--- src/rtl/alu_tb_config_pkg.sv ---
// Shared ALU definitions: operand width, ALUOp encoding and a behavioural ALU
// function used to model the external ALU.
package alu_tb_config_pkg;

  localparam int DATA_WIDTH = 32;
  localparam int SHAMT_W    = $clog2(DATA_WIDTH);

  typedef enum logic [7:0] {
    ADD   = 8'h00,
    SUB   = 8'h01,
    AND   = 8'h02,
    OR    = 8'h03,
    XOR   = 8'h04,
    SLL   = 8'h05,
    SRL   = 8'h06,
    SRA   = 8'h07,
    SLT   = 8'h08,
    SLTU  = 8'h09,
    PASSB = 8'h0A
  } alu_op_e;

  // Highest legal opcode; anything above it is rejected with an error response.
  localparam alu_op_e ALUOP_MAX = PASSB;

  function automatic logic [DATA_WIDTH-1:0] alu_ref(input logic [7:0]            op,
                                                    input logic [DATA_WIDTH-1:0] a,
                                                    input logic [DATA_WIDTH-1:0] b);
    logic [DATA_WIDTH-1:0] r;
    r = '0;
    case (op)
      ADD:     r = a + b;
      SUB:     r = a - b;
      AND:     r = a & b;
      OR:      r = a | b;
      XOR:     r = a ^ b;
      SLL:     r = a << b[SHAMT_W-1:0];
      SRL:     r = a >> b[SHAMT_W-1:0];
      SRA:     r = DATA_WIDTH'($signed(a) >>> b[SHAMT_W-1:0]);
      SLT:     r = DATA_WIDTH'($signed(a) < $signed(b));
      SLTU:    r = DATA_WIDTH'(a < b);
      PASSB:   r = b;
      default: r = '0;
    endcase
    return r;
  endfunction

endpackage

--- src/rtl/rr_arbiter.sv ---
// Combinational round-robin arbiter: searches upward from last+1, wrapping,
// and returns a one-hot grant plus its encoded index.
module rr_arbiter #(
  parameter  int N  = 4,
  localparam int IW = $clog2(N)
) (
  input  logic [N-1:0]  req,
  input  logic [IW-1:0] last,
  output logic [N-1:0]  grant,
  output logic [IW-1:0] grant_idx,
  output logic          any
);

  always_comb begin
    // NOTE: every output gets a default before the search so no path leaves a
    // variable unassigned, which would otherwise infer a latch.
    grant     = '0;
    grant_idx = '0;
    any       = 1'b0;
    for (int i = 1; i <= N; i++) begin
      if (!any && req[(int'(last) + i) % N]) begin
        any                            = 1'b1;
        grant[(int'(last) + i) % N]    = 1'b1;
        grant_idx                      = IW'((int'(last) + i) % N);
      end
    end
  end

endmodule

--- src/rtl/alu_arbiter.sv ---
// Shares one combinational ALU among NUM_REQ requesters with round-robin
// arbitration and a single registered response channel.
module alu_arbiter #(
  parameter  int NUM_REQ    = 4,
  parameter  int DATA_WIDTH = alu_tb_config_pkg::DATA_WIDTH,
  localparam int ID_W       = $clog2(NUM_REQ)
) (
  input  logic                                clk,
  input  logic                                rst,
  input  logic [NUM_REQ-1:0]                  req_valid,
  output logic [NUM_REQ-1:0]                  req_ready,
  input  logic [NUM_REQ-1:0][7:0]             req_op,
  input  logic [NUM_REQ-1:0][DATA_WIDTH-1:0]  req_a,
  input  logic [NUM_REQ-1:0][DATA_WIDTH-1:0]  req_b,
  output logic [7:0]                          alu_op,
  output logic [DATA_WIDTH-1:0]               alu_a,
  output logic [DATA_WIDTH-1:0]               alu_b,
  input  logic [DATA_WIDTH-1:0]               alu_result,
  output logic                                rsp_valid,
  input  logic                                rsp_ready,
  output logic [ID_W-1:0]                     rsp_id,
  output logic [DATA_WIDTH-1:0]               rsp_result,
  output logic                                rsp_err
);

  import alu_tb_config_pkg::*;

  logic [ID_W-1:0]       last_q;
  logic                  rsp_valid_q, rsp_valid_d;
  logic [ID_W-1:0]       rsp_id_q, rsp_id_d;
  logic [DATA_WIDTH-1:0] rsp_result_q, rsp_result_d;
  logic                  rsp_err_q, rsp_err_d;

  logic [NUM_REQ-1:0] grant;
  logic [ID_W-1:0]    grant_idx;
  logic               grant_any;
  logic               can_issue;
  logic               xfer;
  logic               illegal;

  rr_arbiter #(.N(NUM_REQ)) u_rr (
    .req       (req_valid),
    .last      (last_q),
    .grant     (grant),
    .grant_idx (grant_idx),
    .any       (grant_any)
  );

  // A response being popped this cycle frees the slot for a same-cycle grant.
  assign can_issue = !rsp_valid_q || rsp_ready;
  assign req_ready = (can_issue && !rst) ? grant : '0;
  assign xfer      = |req_ready;

  always_comb begin
    alu_op = ADD;
    alu_a  = req_a[0];
    alu_b  = req_b[0];
    if (grant_any) begin
      alu_op = req_op[grant_idx];
      alu_a  = req_a[grant_idx];
      alu_b  = req_b[grant_idx];
    end
  end

  assign illegal = alu_op > ALUOP_MAX;

  always_comb begin
    rsp_valid_d  = rsp_valid_q;
    rsp_id_d     = rsp_id_q;
    rsp_result_d = rsp_result_q;
    rsp_err_d    = rsp_err_q;
    if (xfer) begin
      rsp_valid_d  = 1'b1;
      rsp_id_d     = grant_idx;
      rsp_result_d = illegal ? '0 : alu_result;
      rsp_err_d    = illegal;
    end else if (rsp_ready) begin
      rsp_valid_d  = 1'b0;
    end
  end

  // NOTE: non-blocking assignments so every register samples pre-edge values,
  // independent of statement order.
  always_ff @(posedge clk or posedge rst) begin
    if (rst) begin
      last_q       <= ID_W'(NUM_REQ - 1);
      rsp_valid_q  <= 1'b0;
      rsp_id_q     <= '0;
      rsp_result_q <= '0;
      rsp_err_q    <= 1'b0;
    end else begin
      if (xfer) last_q <= grant_idx;
      rsp_valid_q  <= rsp_valid_d;
      rsp_id_q     <= rsp_id_d;
      rsp_result_q <= rsp_result_d;
      rsp_err_q    <= rsp_err_d;
    end
  end

  assign rsp_valid  = rsp_valid_q;
  assign rsp_id     = rsp_id_q;
  assign rsp_result = rsp_result_q;
  assign rsp_err    = rsp_err_q;

endmodule

--- config.mk ---
export PLATFORM = sky130hd
export DESIGN_NAME = alu_arbiter
export DESIGN_NICKNAME = d
export VERILOG_FILES = /design/src/rtl/alu_tb_config_pkg.sv /design/src/rtl/rr_arbiter.sv /design/src/rtl/alu_arbiter.sv
export SDC_FILE = /design/constraint.sdc
export NUM_CORES = 1
export LEC_CHECK = 0
export CAP_MARGIN = 20
export CORE_AREA = 10 10 162 164
export CTS_CLUSTER_DIAMETER = 200
export CTS_CLUSTER_SIZE = 8
export DETAILED_ROUTE_END_ITERATION = 10
export DIE_AREA = 0 0 172 174
export SLEW_MARGIN = 10
export SYNTH_ARGS = -nofsm -noshare
export SYNTH_HDL_FRONTEND = slang
export SYNTH_SLANG_ARGS = --single-unit
--- constraint.sdc ---
create_clock -name clk -period 4.5 [get_ports clk]
set_input_delay 0.9 -clock clk [delete_from_list [all_inputs] [get_ports clk]]
set_output_delay 0.9 -clock clk [all_outputs]
set_load 0.01 [all_outputs]
==> results.json <==
{
  "status": "completed",
  "synth_common_cells": "276 x nand2_1, 68 x and3_1, 65 x a31oi_1",
  "leakage_nw": 4.41,
  "clk_latency_ns": 0.28,
  "maxSlewViolCount": 0,
  "fill_cells": 2358,
  "coreArea_um2": 23100,
  "syn_nets": 976,
  "synth.distinct_cells": 49,
  "viasPerCell": 4.71,
  "powerDensity_nw_per_um2": 923,
  "final_antenna_net_count": 0,
  "drt_iter0_drc": 359,
  "ys_warn_count": 0,
  "area_delta_synth_final_pct": 128,
  "synth.area.top_cells": "nand2_1 24%, dfrtp_1 21%, and3_1 10%",
  "antenna_found_initial": 2,
  "hp-class": "register to register",
  "end_kind": "primary output",
  "layout-drive-gt1-share_pct": 10.5,
  "routed_wl_um": 29000,
  "final_cells": 1400,
  "relSlewSlack_pct": 64.0,
  "multiInputGateArea_um2": 3100,
  "dieArea_um2": 29900,
  "htreeDepth": 2,
  "placed_cell_area_um2": 9470,
  "fin_crit_ns": 4.37,
  "crit_required_ns": 3.60,
  "pin_count": 439,
  "hold_slack_ns": 0.505,
  "setup-violations-final": 0,
  "r2r-end": "rsp_result[29]$_DFFE_PP0P_",
  "cp_max_fo": 13,
  "irDropWorstVdd_mv": 0.488,
  "dp_cells": 1383,
  "period_share_pct": 97.1,
  "wire_per_inst_um": 20.7,
  "fmax_ghz": 0.229,
  "final_area_um2": 9760,
  "portBuffers": 438,
  "holdBufCountCts": 0,
  "grtUsageTotal_pct": 17.8,
  "critical_path_class": "primary input to primary output",
  "grt_pass1_wl_um": 41400,
  "cp-start-kind": "primary input",
  "startpoint": "req_valid[1]",
  "syn_inst": 641,
  "crit_path_end": "alu_op[2]",
  "num_rows": 56,
  "start_util_pct": 18.5,
  "vias": 6588,
  "synth.avg_cell_area_um2": 6.66,
  "ys.flop_type": "dfrtp_1",
  "setup_tns_ns": 0,
  "async_flop_share_pct": 100,
  "r2r_start": "last_q[0]$_DFFE_PP1P_",
  "grt.overflow.total": 0,
  "dp_hpwl_um": 24000,
  "worst_slew_pin_slew_ns": 0.536,
  "r2r_cells": 12,
  "routabilityCongestion": 0.969,
  "cts_num_sinks": 38,
  "seq_area_um2": 953,
  "root_buffer": "clkbuf_16",
  "final.setup_skew_ns": 0.00451,
  "rrSetupSlack_ns": 0.77,
  "clk_pin_slew_ns": 0.06,
  "rsz0062_at_grt": "no",
  "nets": 1442,
  "cp_data_arrival_time_ns": 3.47,
  "die-width_um": 172,
  "cts_tree": "done",
  "place_ws_ns": -0.403,
  "netlist.area_leader.share_pct": 24.3,
  "final_hold_viol_count": 0,
  "drc": 0,
  "yosysMostFrequentCell": "nand2_1",
  "synth_largest_area_cell": "nand2_1",
  "grt_max_degree": 47,
  "dr.pass1.iters": 5,
  "synth_edf_count": 0,
  "numCtsBuffers": 5,
  "netlist_area_um2": 4270,
  "drv_cap": 0,
  "cts_buffer_depth": 2,
  "chipHeight_um": 174,
  "timing.final.ws_setup_ns": 0.132,
  "synth-seq-area-share_pct": 22.3,
  "grt_pass1_vias": 6575,
  "synth.ff_latch_count": 38
}
placed cells by master (no fill, tap or decap), drive strengths merged, types with 5 or more instances in the layout:
cell type	Yosys	layout
a211oi	5	5
a21oi	7	7
a22o	32	32
a31oi	66	66
and3	69	69
buf	24	77
clkbuf	31	5
clkdlybuf4s15	0	7
clkdlybuf4s50	0	362
dfrtp	36	36
dlygate4sd2	0	57
dlymetal6s2s	0	11
ha	8	8
inv	7	7
mux2i	14	14
mux4	5	5
nand2	277	277
nor2	15	15
final cells by class:
class	count	share of cell area, %
tap	290	3.72
antenna	2	0.0513
timing repair buffer	514	52.7
multi-input combinational	541	31.8
inverter	7	0.269
clock buffer	5	1.28
clock inverter	3	0.462
sequential	38	9.77
worst min path at each step:
stage / to / cells after the start / start
2_1_floorplan: rsp_err$_DFFE_PP0P_ / 2 / rsp_err$_DFFE_PP0P_
3_3_place_gp: rsp_result[27]$_DFFE_PP0P_ / 1 / rsp_result[27]$_DFFE_PP0P_
3_5_place_dp: rsp_result[14]$_DFFE_PP0P_ / 1 / rsp_result[14]$_DFFE_PP0P_
4_1_cts: rsp_result[6]$_DFFE_PP0P_ / 1 / rsp_result[6]$_DFFE_PP0P_
5_1_grt: rsp_result[10]$_DFFE_PP0P_ / 1 / rsp_result[10]$_DFFE_PP0P_
6_report: rsp_result[6]$_DFFE_PP0P_ / 1 / rsp_result[6]$_DFFE_PP0P_
metrics by stage:
stage | power, W | utilization, %
after CTS | 0.00915 | 42.0
after global placement | 0.00896 | 41.0
after floorplan | 0.00446 | -
after global routing | 0.00971 | 42.2
after detailed placement | 0.00897 | 41.0
final | 0.00901 | 42.2
critical path, stage by stage:
cell and delay, ns:
dlygate4sd2_1 0.29, mux4_2 0.57, nor3_4 0.26, buf_4 0.16, and3_2 0.22, nor2_4 0.05, buf_12 0.15, buf_4 0.17
nand3_1 0.13, o211ai_1 0.11, and2_1 0.16, dlygate4sd2_1 0.29
cells by family (layout without fill, tap and decap cells):
group | count (synthesis) | after routing | synth area share [%]
buffers and inverters | 62 | 529 | 6.77
muxes | 21 | 21 | 6.44
other | 0 | 2 | 0
adders and majority gates | 8 | 8 | 2.34
AOI/OAI and AO/OA | 135 | 135 | 23.2
and+or+nand+nor | 377 | 377 | 39.0
DFF | 38 | 38 | 22.3
registers in the layout, indices dropped and copies added, names as in the netlist:
signal	cells
rsp_err	1
last_q	2
rsp_result	32
rsp_valid	1
rsp_id	2
where the power goes:
part	leakage [nW]	total, W	internal [W]	switching, W
combinational	3.83	0.00804	0.00388	0.00417
sequential	0.504	0.000569	0.000494	0.0000748
clock	0.0761	0.000399	0.000261	0.000137
total	4.41	0.00901	0.00463	0.00438
repair_timing:
action | 4_1_cts | 5_1_grt
gates resized for setup | 92 | 12
setup endpoints to repair | 74 | 12
setup buffers | 5 | 1
gates cloned | 1 | 0
pin swaps | 4 | 1
layer usage:
metal | up-vias | routed length (µm) | track usage [%]
met5 | - | 0 | 0
met4 | 0 | 501 | 4.06
met3 | 31 | 2600 | 4.78
met2 | 321 | 15000 | 32.1
met1 | 3045 | 10900 | 20.2
li1 | 3191 | - | -
(Power assumes the default switching activity.)
